===== config.mk =====
export PLATFORM = sky130hd
export DESIGN_NAME = npc_ctl_flat
export DESIGN_NICKNAME = d
export VERILOG_FILES = /design/src/rtl/npc_ctl_pkg.sv /design/src/rtl/npc_ctl_if.sv /design/src/rtl/npc_ctl_br_cond.sv /design/src/rtl/npc_ctl.sv /design/src/flat_wrapper.sv
export SDC_FILE = /design/constraint.sdc
export NUM_CORES = 1
export LEC_CHECK = 0
export CORE_MARGIN = 4
export CORE_UTILIZATION = 35
export DETAILED_ROUTE_END_ITERATION = 6
export PLACE_DENSITY = 0.7
export REMOVE_ABC_BUFFERS = 1
export SLEW_MARGIN = 20
export SYNTH_ARGS = -nofsm -noshare
export SYNTH_HDL_FRONTEND = slang
export SYNTH_SLANG_ARGS = --single-unit

===== constraint.sdc =====
create_clock -name clk -period 2.9 [get_ports clk]
set_input_delay 0.58 -clock clk [delete_from_list [all_inputs] [get_ports clk]]
set_output_delay 0.58 -clock clk [all_outputs]
set_load 0.03 [all_outputs]

===== src/rtl/npc_ctl_pkg.sv =====
// Shared definitions for the fetch-side PC sequencer: branch kind codes,
// PC reset and exception vector defaults, and instruction field widths.
package npc_ctl_pkg;

   localparam int XLEN    = 32;
   localparam int IMM_W   = 16;
   localparam int INDEX_W = 26;

   typedef logic [2:0] br_type_t;

   localparam br_type_t BR_NONE = 3'd0;
   localparam br_type_t BR_BEQ  = 3'd1;
   localparam br_type_t BR_BNE  = 3'd2;
   localparam br_type_t BR_BLEZ = 3'd3;
   localparam br_type_t BR_BGTZ = 3'd4;
   localparam br_type_t BR_BLTZ = 3'd5;
   localparam br_type_t BR_BGEZ = 3'd6;
   // j/jal and jr/jalr share this code; is_jr selects the register target
   localparam br_type_t BR_JUMP = 3'd7;

   localparam logic [XLEN-1:0] PC_RESET_DEF = 32'h0000_3000;
   localparam logic [XLEN-1:0] EXC_VEC_DEF  = 32'h0000_4180;

   function automatic logic [XLEN-1:0] br_offset(input logic [IMM_W-1:0] imm);
      return {{(XLEN-IMM_W-2){imm[IMM_W-1]}}, imm, 2'b00};
   endfunction

endpackage


===== src/rtl/npc_ctl_if.sv =====
// ID-stage control, CP0 redirect and PC outputs of the sequencer.
// The master side drives branch/hazard/CP0 inputs; the slave is npc_ctl.
interface npc_ctl_if;
   import npc_ctl_pkg::*;

   logic                 stall;
   br_type_t             br_type;
   logic                 is_jr;
   logic                 cmp_eq;
   logic                 cmp_gtz;
   logic                 cmp_ltz;
   logic                 cmp_eqz;
   logic [IMM_W-1:0]     imm16;
   logic [INDEX_W-1:0]   instr_index;
   logic [XLEN-1:0]      rs_val;
   logic                 exc_req;
   logic                 eret_req;
   logic [XLEN-1:0]      epc;
   logic [XLEN-1:0]      pc_if;
   logic [XLEN-1:0]      pc_id;
   logic [XLEN-1:0]      link_pc;
   logic                 taken;
   logic                 bd_if;
   logic                 adel_if;

   modport master (
      output stall, br_type, is_jr, cmp_eq, cmp_gtz, cmp_ltz, cmp_eqz,
             imm16, instr_index, rs_val, exc_req, eret_req, epc,
      input  pc_if, pc_id, link_pc, taken, bd_if, adel_if
   );

   modport slave (
      input  stall, br_type, is_jr, cmp_eq, cmp_gtz, cmp_ltz, cmp_eqz,
             imm16, instr_index, rs_val, exc_req, eret_req, epc,
      output pc_if, pc_id, link_pc, taken, bd_if, adel_if
   );

endinterface


===== src/rtl/npc_ctl_br_cond.sv =====
// Branch condition resolver: maps the ID-stage branch kind and the
// comparator flags onto a single taken decision.
module npc_ctl_br_cond
   import npc_ctl_pkg::*;
(
   input  br_type_t br_type,
   input  logic     cmp_eq,
   input  logic     cmp_gtz,
   input  logic     cmp_ltz,
   input  logic     cmp_eqz,
   output logic     taken
);

   always_comb begin
      taken = 1'b0;
      case (br_type)
         BR_BEQ:  taken = cmp_eq;
         BR_BNE:  taken = !cmp_eq;
         BR_BLEZ: taken = cmp_ltz | cmp_eqz;
         BR_BGTZ: taken = cmp_gtz;
         BR_BLTZ: taken = cmp_ltz;
         BR_BGEZ: taken = !cmp_ltz;
         BR_JUMP: taken = 1'b1;
         default: taken = 1'b0;
      endcase
   end

endmodule


===== src/rtl/npc_ctl.sv =====
// Fetch-side PC sequencer: owns pc_if/pc_id, resolves ID-stage branches with
// one architectural delay slot, and redirects on exception entry and eret.
module npc_ctl
   import npc_ctl_pkg::*;
#(
   parameter logic [XLEN-1:0] PC_RESET = PC_RESET_DEF,
   parameter logic [XLEN-1:0] EXC_VEC  = EXC_VEC_DEF
)
(
   input  logic      clk,
   input  logic      reset,
   npc_ctl_if.slave  bus
);

   logic [XLEN-1:0] pc_if_q;
   logic [XLEN-1:0] pc_id_q;
   logic            bd_q;
   logic            adel_q;

   logic [XLEN-1:0] pc_nxt;
   logic [XLEN-1:0] id_nxt;
   logic            bd_nxt;
   logic [XLEN-1:0] target;
   logic            taken;

   npc_ctl_br_cond u_br_cond (
      .br_type (bus.br_type),
      .cmp_eq  (bus.cmp_eq),
      .cmp_gtz (bus.cmp_gtz),
      .cmp_ltz (bus.cmp_ltz),
      .cmp_eqz (bus.cmp_eqz),
      .taken   (taken)
   );

   always_comb begin
      target = pc_id_q + 32'd4 + br_offset(bus.imm16);
      if (bus.br_type == BR_JUMP) begin
         target = bus.is_jr ? bus.rs_val : {pc_id_q[31:28], bus.instr_index, 2'b00};
      end
   end

   // The delay slot is already in IF while the branch sits in ID, so the
   // target goes straight into pc_if without any pending-redirect state.
   always_comb begin
      pc_nxt = pc_if_q + 32'd4;
      id_nxt = pc_if_q;
      bd_nxt = (bus.br_type != BR_NONE);
      if (bus.exc_req) begin
         pc_nxt = EXC_VEC;
         bd_nxt = 1'b0;
      end else if (bus.eret_req) begin
         pc_nxt = bus.epc;
         bd_nxt = 1'b0;
      end else if (bus.stall) begin
         pc_nxt = pc_if_q;
         id_nxt = pc_id_q;
         bd_nxt = bd_q;
      end else if (taken) begin
         pc_nxt = target;
      end
   end

   always_ff @(posedge clk) begin
      if (!reset) begin
         pc_if_q <= PC_RESET;
         pc_id_q <= PC_RESET;
         bd_q    <= 1'b0;
         adel_q  <= 1'b0;
      end else begin
         pc_if_q <= pc_nxt;
         pc_id_q <= id_nxt;
         bd_q    <= bd_nxt;
         adel_q  <= (pc_nxt[1:0] != 2'b00);
      end
   end

   assign bus.pc_if   = pc_if_q;
   assign bus.pc_id   = pc_id_q;
   assign bus.bd_if   = bd_q;
   assign bus.adel_if = adel_q;
   assign bus.taken   = taken;
   assign bus.link_pc = pc_id_q + 32'd8;

endmodule


===== src/flat_wrapper.sv =====
// flat-port wrapper written by rule: the top's interface ports become plain ports
module npc_ctl_flat import npc_ctl_pkg::*;
#(
   parameter logic [XLEN-1:0] PC_RESET = PC_RESET_DEF,
   parameter logic [XLEN-1:0] EXC_VEC  = EXC_VEC_DEF
)
  (clk, reset, bus_stall, bus_br_type, bus_is_jr, bus_cmp_eq, bus_cmp_gtz, bus_cmp_ltz, bus_cmp_eqz, bus_imm16, bus_instr_index, bus_rs_val, bus_exc_req, bus_eret_req, bus_epc, bus_pc_if, bus_pc_id, bus_link_pc, bus_taken, bus_bd_if, bus_adel_if);
  npc_ctl_if bus_i ();
  input  logic clk;
  input  logic reset;
  input wire logic [$bits(bus_i.stall)-1:0] bus_stall;
  input wire logic [$bits(bus_i.br_type)-1:0] bus_br_type;
  input wire logic [$bits(bus_i.is_jr)-1:0] bus_is_jr;
  input wire logic [$bits(bus_i.cmp_eq)-1:0] bus_cmp_eq;
  input wire logic [$bits(bus_i.cmp_gtz)-1:0] bus_cmp_gtz;
  input wire logic [$bits(bus_i.cmp_ltz)-1:0] bus_cmp_ltz;
  input wire logic [$bits(bus_i.cmp_eqz)-1:0] bus_cmp_eqz;
  input wire logic [$bits(bus_i.imm16)-1:0] bus_imm16;
  input wire logic [$bits(bus_i.instr_index)-1:0] bus_instr_index;
  input wire logic [$bits(bus_i.rs_val)-1:0] bus_rs_val;
  input wire logic [$bits(bus_i.exc_req)-1:0] bus_exc_req;
  input wire logic [$bits(bus_i.eret_req)-1:0] bus_eret_req;
  input wire logic [$bits(bus_i.epc)-1:0] bus_epc;
  output wire logic [$bits(bus_i.pc_if)-1:0] bus_pc_if;
  output wire logic [$bits(bus_i.pc_id)-1:0] bus_pc_id;
  output wire logic [$bits(bus_i.link_pc)-1:0] bus_link_pc;
  output wire logic [$bits(bus_i.taken)-1:0] bus_taken;
  output wire logic [$bits(bus_i.bd_if)-1:0] bus_bd_if;
  output wire logic [$bits(bus_i.adel_if)-1:0] bus_adel_if;
  assign bus_i.stall = bus_stall;
  assign bus_i.br_type = bus_br_type;
  assign bus_i.is_jr = bus_is_jr;
  assign bus_i.cmp_eq = bus_cmp_eq;
  assign bus_i.cmp_gtz = bus_cmp_gtz;
  assign bus_i.cmp_ltz = bus_cmp_ltz;
  assign bus_i.cmp_eqz = bus_cmp_eqz;
  assign bus_i.imm16 = bus_imm16;
  assign bus_i.instr_index = bus_instr_index;
  assign bus_i.rs_val = bus_rs_val;
  assign bus_i.exc_req = bus_exc_req;
  assign bus_i.eret_req = bus_eret_req;
  assign bus_i.epc = bus_epc;
  assign bus_pc_if = bus_i.pc_if;
  assign bus_pc_id = bus_i.pc_id;
  assign bus_link_pc = bus_i.link_pc;
  assign bus_taken = bus_i.taken;
  assign bus_bd_if = bus_i.bd_if;
  assign bus_adel_if = bus_i.adel_if;
  npc_ctl #(.PC_RESET(PC_RESET), .EXC_VEC(EXC_VEC)) u_core (.clk(clk), .reset(reset), .bus(bus_i));
endmodule

Word level (Yosys, flattened, before mapping)
Cells that the tools add are included.
{"block": "op_classes", "add_sub_neg": 4, "eq_ne": 9, "muxes": 10, "n_bitwise": 2, "n_reduce_logical": 6}
{"operator": "$mux W32", "n": 8}
{"operator": "$add A32 B3 Y32 const B", "n": 2}
{"operator": "$add A32 B32 Y32", "n": 1}
{"operator": "$add A32 B4 Y32 const B", "n": 1}
{"operator": "$mux W15", "n": 1}
{"operator": "$eq A3 B3 Y1 const B", "n": 4}
{"operator": "$pmux W1 S7", "n": 1}
{"operator": "$eq A3 B2 Y1 const B", "n": 2}
{"operator": "$eq A3 B1 Y1 const B", "n": 1}
{"operator": "$ne A3 B1 Y1 const B", "n": 1}
{"operator": "$reduce_bool A3 Y1", "n": 1}
{"operator": "$reduce_or A3 Y1", "n": 1}
{"operator": "$logic_not A1 Y1", "n": 2}
{"operator": "$ne A2 B1 Y1 const B", "n": 1}
{"operator": "$reduce_bool A2 Y1", "n": 1}
{"operator": "$reduce_or A2 Y1", "n": 1}
{"operator": "$not A1 Y1", "n": 1}
{"operator": "$or A1 B1 Y1", "n": 1}
{"block": "word_totals", "regBits": 66, "out_inout_bits": 99, "elab_cells": 37}

Logic depth before layout (Yosys ltp)
{"block": "logic_depth", "ltp_word": 8, "ltp_mapped": 16, "ltp_nobuf": 16}

Modules after synthesis
From an unflattened synthesis, not the netlist that was laid out.
{"block": "hier_totals", "hier_cells": 879, "hier_area_um2": 6480.0}
{"mod": "npc_ctl", "n_inst": 1, "cells_per_inst": 870, "area_per_inst_um2": 6423.7, "seq_area_each_um2": 1321.3}
{"mod": "npc_ctl_br_cond", "n_inst": 1, "cells_per_inst": 9, "area_per_inst_um2": 56.3, "seq_area_each_um2": 0.0}

Least setup slack after synthesis
OpenSTA, ideal clock, no wires.
{"block": "synth_timing", "path_kind": "reg2reg", "startpoint": "register u_core.pc_id_q[7], in the netlist u_core.bus.pc_id[7]", "endpoint": "register u_core.pc_if_q[30], in the netlist u_core.bus.pc_if[30]", "setup_ns": 0.078, "arrival_time_ns": 3.051, "path_slack_ns": -0.228, "stages_incl_launch_ff": 13, "period_less_slack_ns": 3.128, "path_cell_list": "dfxtp_1 ha_1 ha_1 a21oi_1 o21a_1 o31a_4 o31ai_2 a211o_1 a41oi_2 o21ai_2 a221o_1 and4b_1 nor3_1"}
{"block": "synth_between", "elab_chain_cells": 6}
{"element": "start, declared", "line_no": "npc_ctl.sv:16", "text": "logic [XLEN-1:0] pc_id_q;"}
{"element": "start signal, assigned", "line_no": "npc_ctl.sv:71", "text": "pc_id_q <= id_nxt;"}
{"element": "$add A32 B3 Y32", "line_no": "npc_ctl.sv:36", "text": "target = pc_id_q + 32'd4 + br_offset(bus.imm16);"}
{"element": "$add A32 B32 Y32", "line_no": "npc_ctl.sv:36"}
{"element": "$mux W32", "line_no": "npc_ctl.sv:37", "text": "if (bus.br_type == BR_JUMP) begin"}
{"element": "$mux W32", "line_no": "npc_ctl.sv:58", "text": "end else if (taken) begin"}
{"element": "$mux W32", "line_no": "npc_ctl.sv:54", "text": "end else if (bus.stall) begin"}
{"element": "$mux W32", "line_no": "npc_ctl.sv:51", "text": "end else if (bus.eret_req) begin"}
{"element": "end signal, assigned", "line_no": "npc_ctl.sv:70", "text": "pc_if_q <= pc_nxt;"}
{"element": "end, declared", "line_no": "npc_ctl.sv:15", "text": "logic [XLEN-1:0] pc_if_q;"}
Every way passes these cells. The select of a mux whose other input is x is not followed.
A chain may end at the register's enable or synchronous reset.

Final worst setup path
{"block": "layout_timing", "startpoint": "register u_core.pc_id_q[3], in the netlist u_core.bus.pc_id[3]", "endpoint": "register u_core.pc_if_q[31], in the netlist u_core.bus.pc_if[31]"}
The elaborated chain is that of the path after synthesis.

==> run_results.csv <==
group,metric,value,unit
worst_setup_path,crit_path_frequent_cell,"a21oi_2",
cells_and_area,fin_nets,1392,
cells_and_area,fin_util,62.5,%
sta,timing.final.crit_share,102,%
clocking,clk_latency,340,ps
clocking,cts_tree,"yes",
worst_setup_path,crit_fanout,3,
sta,finalSetupViolations,7,
cells_and_area,seqCellArea,0.00134,mm2
drt,wl,27000,um
yosys,synth-main-ff-cell,"dfxtp_1",
cells_and_area,fill_cells,1483,
min_path,hp-start,"u_core.bus.pc_if[0]",
min_path,min_path_type,"register to register",
worst_setup_path,cp.required,3130,ps
sta,skew,6.56,ps
sta,fmax,339,MHz
yosys,yosysWarnings,0,
clocking,path_clk_slew,60,ps
floorplanning,die_h,143,um
cells_and_area,area_growth,72.7,%
place,hpwl,19800,um
grt,grt_max_degree,50,
min_path,hold_depth,2,
drt,ant_nets,0,
clocking,cts-htree-levels,3,
sta,fin_crit,2950,ps
yosys,async_flop_share,0,%
sta,hold_viol_final,0,
drt,first_iter_violations,616,
floorplanning,io_pins,218,
drt,vias,7861,
grt,antenna_found_initial,2,
worst_setup_path,crit_type,"register to register",
yosys,yosysUniqueCellTypes,60,
grt,grt_pass1_vias,7553,
yosys,synth_cells,877,
cells_and_area,mostFrequentLayoutCell,"clkdlybuf4s50_1",
cells_and_area,final_cell_mix,"clkdlybuf4s50_1, buf_4, nand2_1",
floorplanning,dieArea,0.0204,mm2
sta,worst_slew_pin_slew,541,ps
worst_setup_path,crit_chain,"ha_4 -> ha_4 -> inv_2 -> fa_2 -> nor2b_4 -> o2111ai_4 -> a21oi_2 -> o211ai_1 -> a21oi_2 -> a31o_4 -> nand3_2 -> a21oi_2 -> and4b_1 -> nor3_1",
grt,grt.overflow.total,0,
power,vdd_ir_drop_max,0.316,mV
min_path,hold_end,"u_core.bus.pc_id[0]",
clocking,postCtsHoldBufs,0,
cells_and_area,multi_input_area,0.00551,mm2
worst_setup_path,reg2reg_slack,-50,ps
sta,fin_ws,-50.7,ps
worst_setup_path,start_kind,"register",
worst_setup_path,slowest_delay,390,ps
clocking,root_buffer,"clkbuf_16",
grt,grt_usage,25.5,%
place,place_congestion,0.945,
worst_setup_path,cp_num_buf_inv,1,
yosys,avgSynthCellArea,7.24,um2
place,detailedPlace.worstSlack,-936,ps
worst_setup_path,r2r_start,"u_core.bus.pc_id[3]",
yosys,yosys_register_bits,66,
worst_setup_path,reg2reg_depth,14,
drt,first_pass_iters,6,
drt,viasPerCell,5.44,
drt,wire_per_inst,18.7,um
yosys,syn-cell-area,0.00635,mm2
cells_and_area,drive_gt1_share,26.6,%
floorplanning,start_util,36.2,%
sta,maxSlewHeadroom,63.9,%
worst_setup_path,r2r_end,"u_core.bus.pc_if[31]",
floorplanning,core,0.0175,mm2
sta,rsz0062_at_grt,"yes",
status,violations,"setup timing",
yosys,synth_enable_flop_cells,0,
drt,drc,0,
power,leakage,4.58,nW
place,io_buffers,217,
power,power.density,346,mW/mm2
clocking,numCtsBuffers,9,
worst_setup_path,crit_family,"compound AO/OA/AOI/OAI gates",
sta,finalMaxSlewViolations,0,
worst_setup_path,crit_arrival,3180,ps
floorplanning,die_w,143,um
status,status,"finished, violations left",
clocking,cts_sinks,66,
yosys,yosysSeqAreaShare,20.8,%
clocking,cts_buffer_depth,2,
worst_setup_path,endpoint_kind,"register",
job,maxCapViolations,0,
grt,grt_pass1_wl,41200,um
worst_setup_path,slowest_stage,"fa_2",
floorplanning,fp-row-count,48,
-- cells in the mapped netlist, types with 4 or more instances --
| library cell | count | area, um2 |
|---|---|---|
| and3_1 | 20 | 125 |
| o21ai_0 | 24 | 120 |
| nand2_1 | 139 | 522 |
| inv_1 | 19 | 71.3 |
| or3_1 | 5 | 31.3 |
| a21o_1 | 19 | 143 |
| xnor2_1 | 48 | 420 |
| a211oi_1 | 21 | 158 |
| nor2b_1 | 8 | 50.1 |
| a21boi_0 | 30 | 225 |
| nor4_1 | 4 | 25.0 |
| xor2_1 | 22 | 193 |
| nor3_1 | 18 | 90.1 |
| clkbuf_1 | 42 | 158 |
| buf_1 | 7 | 26.3 |
| o21bai_1 | 4 | 30.0 |
| o22ai_1 | 9 | 56.3 |
| nand3_1 | 37 | 185 |
| nand2b_1 | 5 | 31.3 |
| ha_1 | 59 | 738 |
| o211ai_1 | 9 | 67.6 |
| a31oi_1 | 6 | 37.5 |
| dfxtp_1 | 66 | 1320 |
| a21oi_1 | 72 | 360 |
| nand4_1 | 7 | 43.8 |
| mux2i_1 | 23 | 230 |
| nor2_1 | 95 | 357 |
| a221oi_1 | 9 | 78.8 |
-- worst max path at each step --
stage | from | to | slack [ps] | cells past startpoint
floorplan | u_core.bus.pc_id[2] | u_core.bus.pc_if[27] | -290 | 16
global placement | bus_imm16[0] | u_core.bus.pc_if[31] | -890 | 17
detailed placement | bus_imm16[0] | u_core.bus.pc_if[31] | -940 | 17
CTS | u_core.bus.pc_id[7] | bus_link_pc[30] | -60 | 11
global route | u_core.bus.pc_id[3] | u_core.bus.pc_if[31] | -200 | 14
finish | u_core.bus.pc_id[3] | u_core.bus.pc_if[31] | -50 | 14
-- state kept, by name (all words and copies together) (netlist names) --
signal,cells
u_core.bus.bd_if,1
u_core.bus.adel_if,1
u_core.bus.pc_if,32
u_core.bus.pc_id,32
-- kinds of logic after synthesis --
kind of cell | count (synthesis) | share of synthesized area [%]
XOR/XNOR | 70 | 9.66
AO/OA/AOI/OAI | 236 | 25.1
adder cells (fa/ha/maj) | 60 | 11.9
flip-flops | 66 | 20.8
AND/OR/NAND/NOR | 348 | 24.1
buffers and inverters | 72 | 4.43
multiplexers | 25 | 3.98
-- per-layer routing --
metal / wire length, um / vias up / track usage (%)
met5: 20 / - / 0
met4: 816 / 2 / 9.75
met3: 1520 / 57 / 3.48
met2: 12700 / 304 / 41.3
met1: 11900 / 3699 / 34.5
li1: - / 3799 / -
-- tightest hold or removal path: stages, from the launching register on --
cell and delay, ps:
dfxtp_1 320, nand2_1 60, a21boi_0 70
-- final cells by class --
class                           count  area share [%]
Timing Repair Buffer              377            31.1
Clock buffer                       11            2.30
Sequential cell                    66            12.2
Clock inverter                      5           0.913
Multi-Input combinational cell    739            50.2
Tap cell                          225            2.57
Inverter                           20           0.730
Antenna cell                        1          0.0228
-- per-stage QoR --
stage	std cells	cell area, um2	power, mW	hold WS [ps]	setup TNS (ps)
floorplan	825	6140	1.60	598	-2900
global placement	1405	9650	2.28	471	-15600
finish	1444	11000	3.79	498	-184
global route	1444	11000	3.94	520	-2050
CTS	1434	10600	3.71	493	-107
detailed placement	1405	9650	2.28	478	-16290
-- power breakdown --
group          internal, mW  switching, mW  total (mW)
clock                 0.885          0.451        1.34
sequential            0.950         0.0632        1.01
combinational         0.719          0.723        1.44
-- repair_timing --
action / 4_1_cts / 5_1_grt
setup buffers: 14 / 10
endpoints found under the setup margin: 38 / 34
resized for setup: 118 / 67
pin swaps: 51 / 57
No activity file was read; power rests on OpenSTA's default activity.
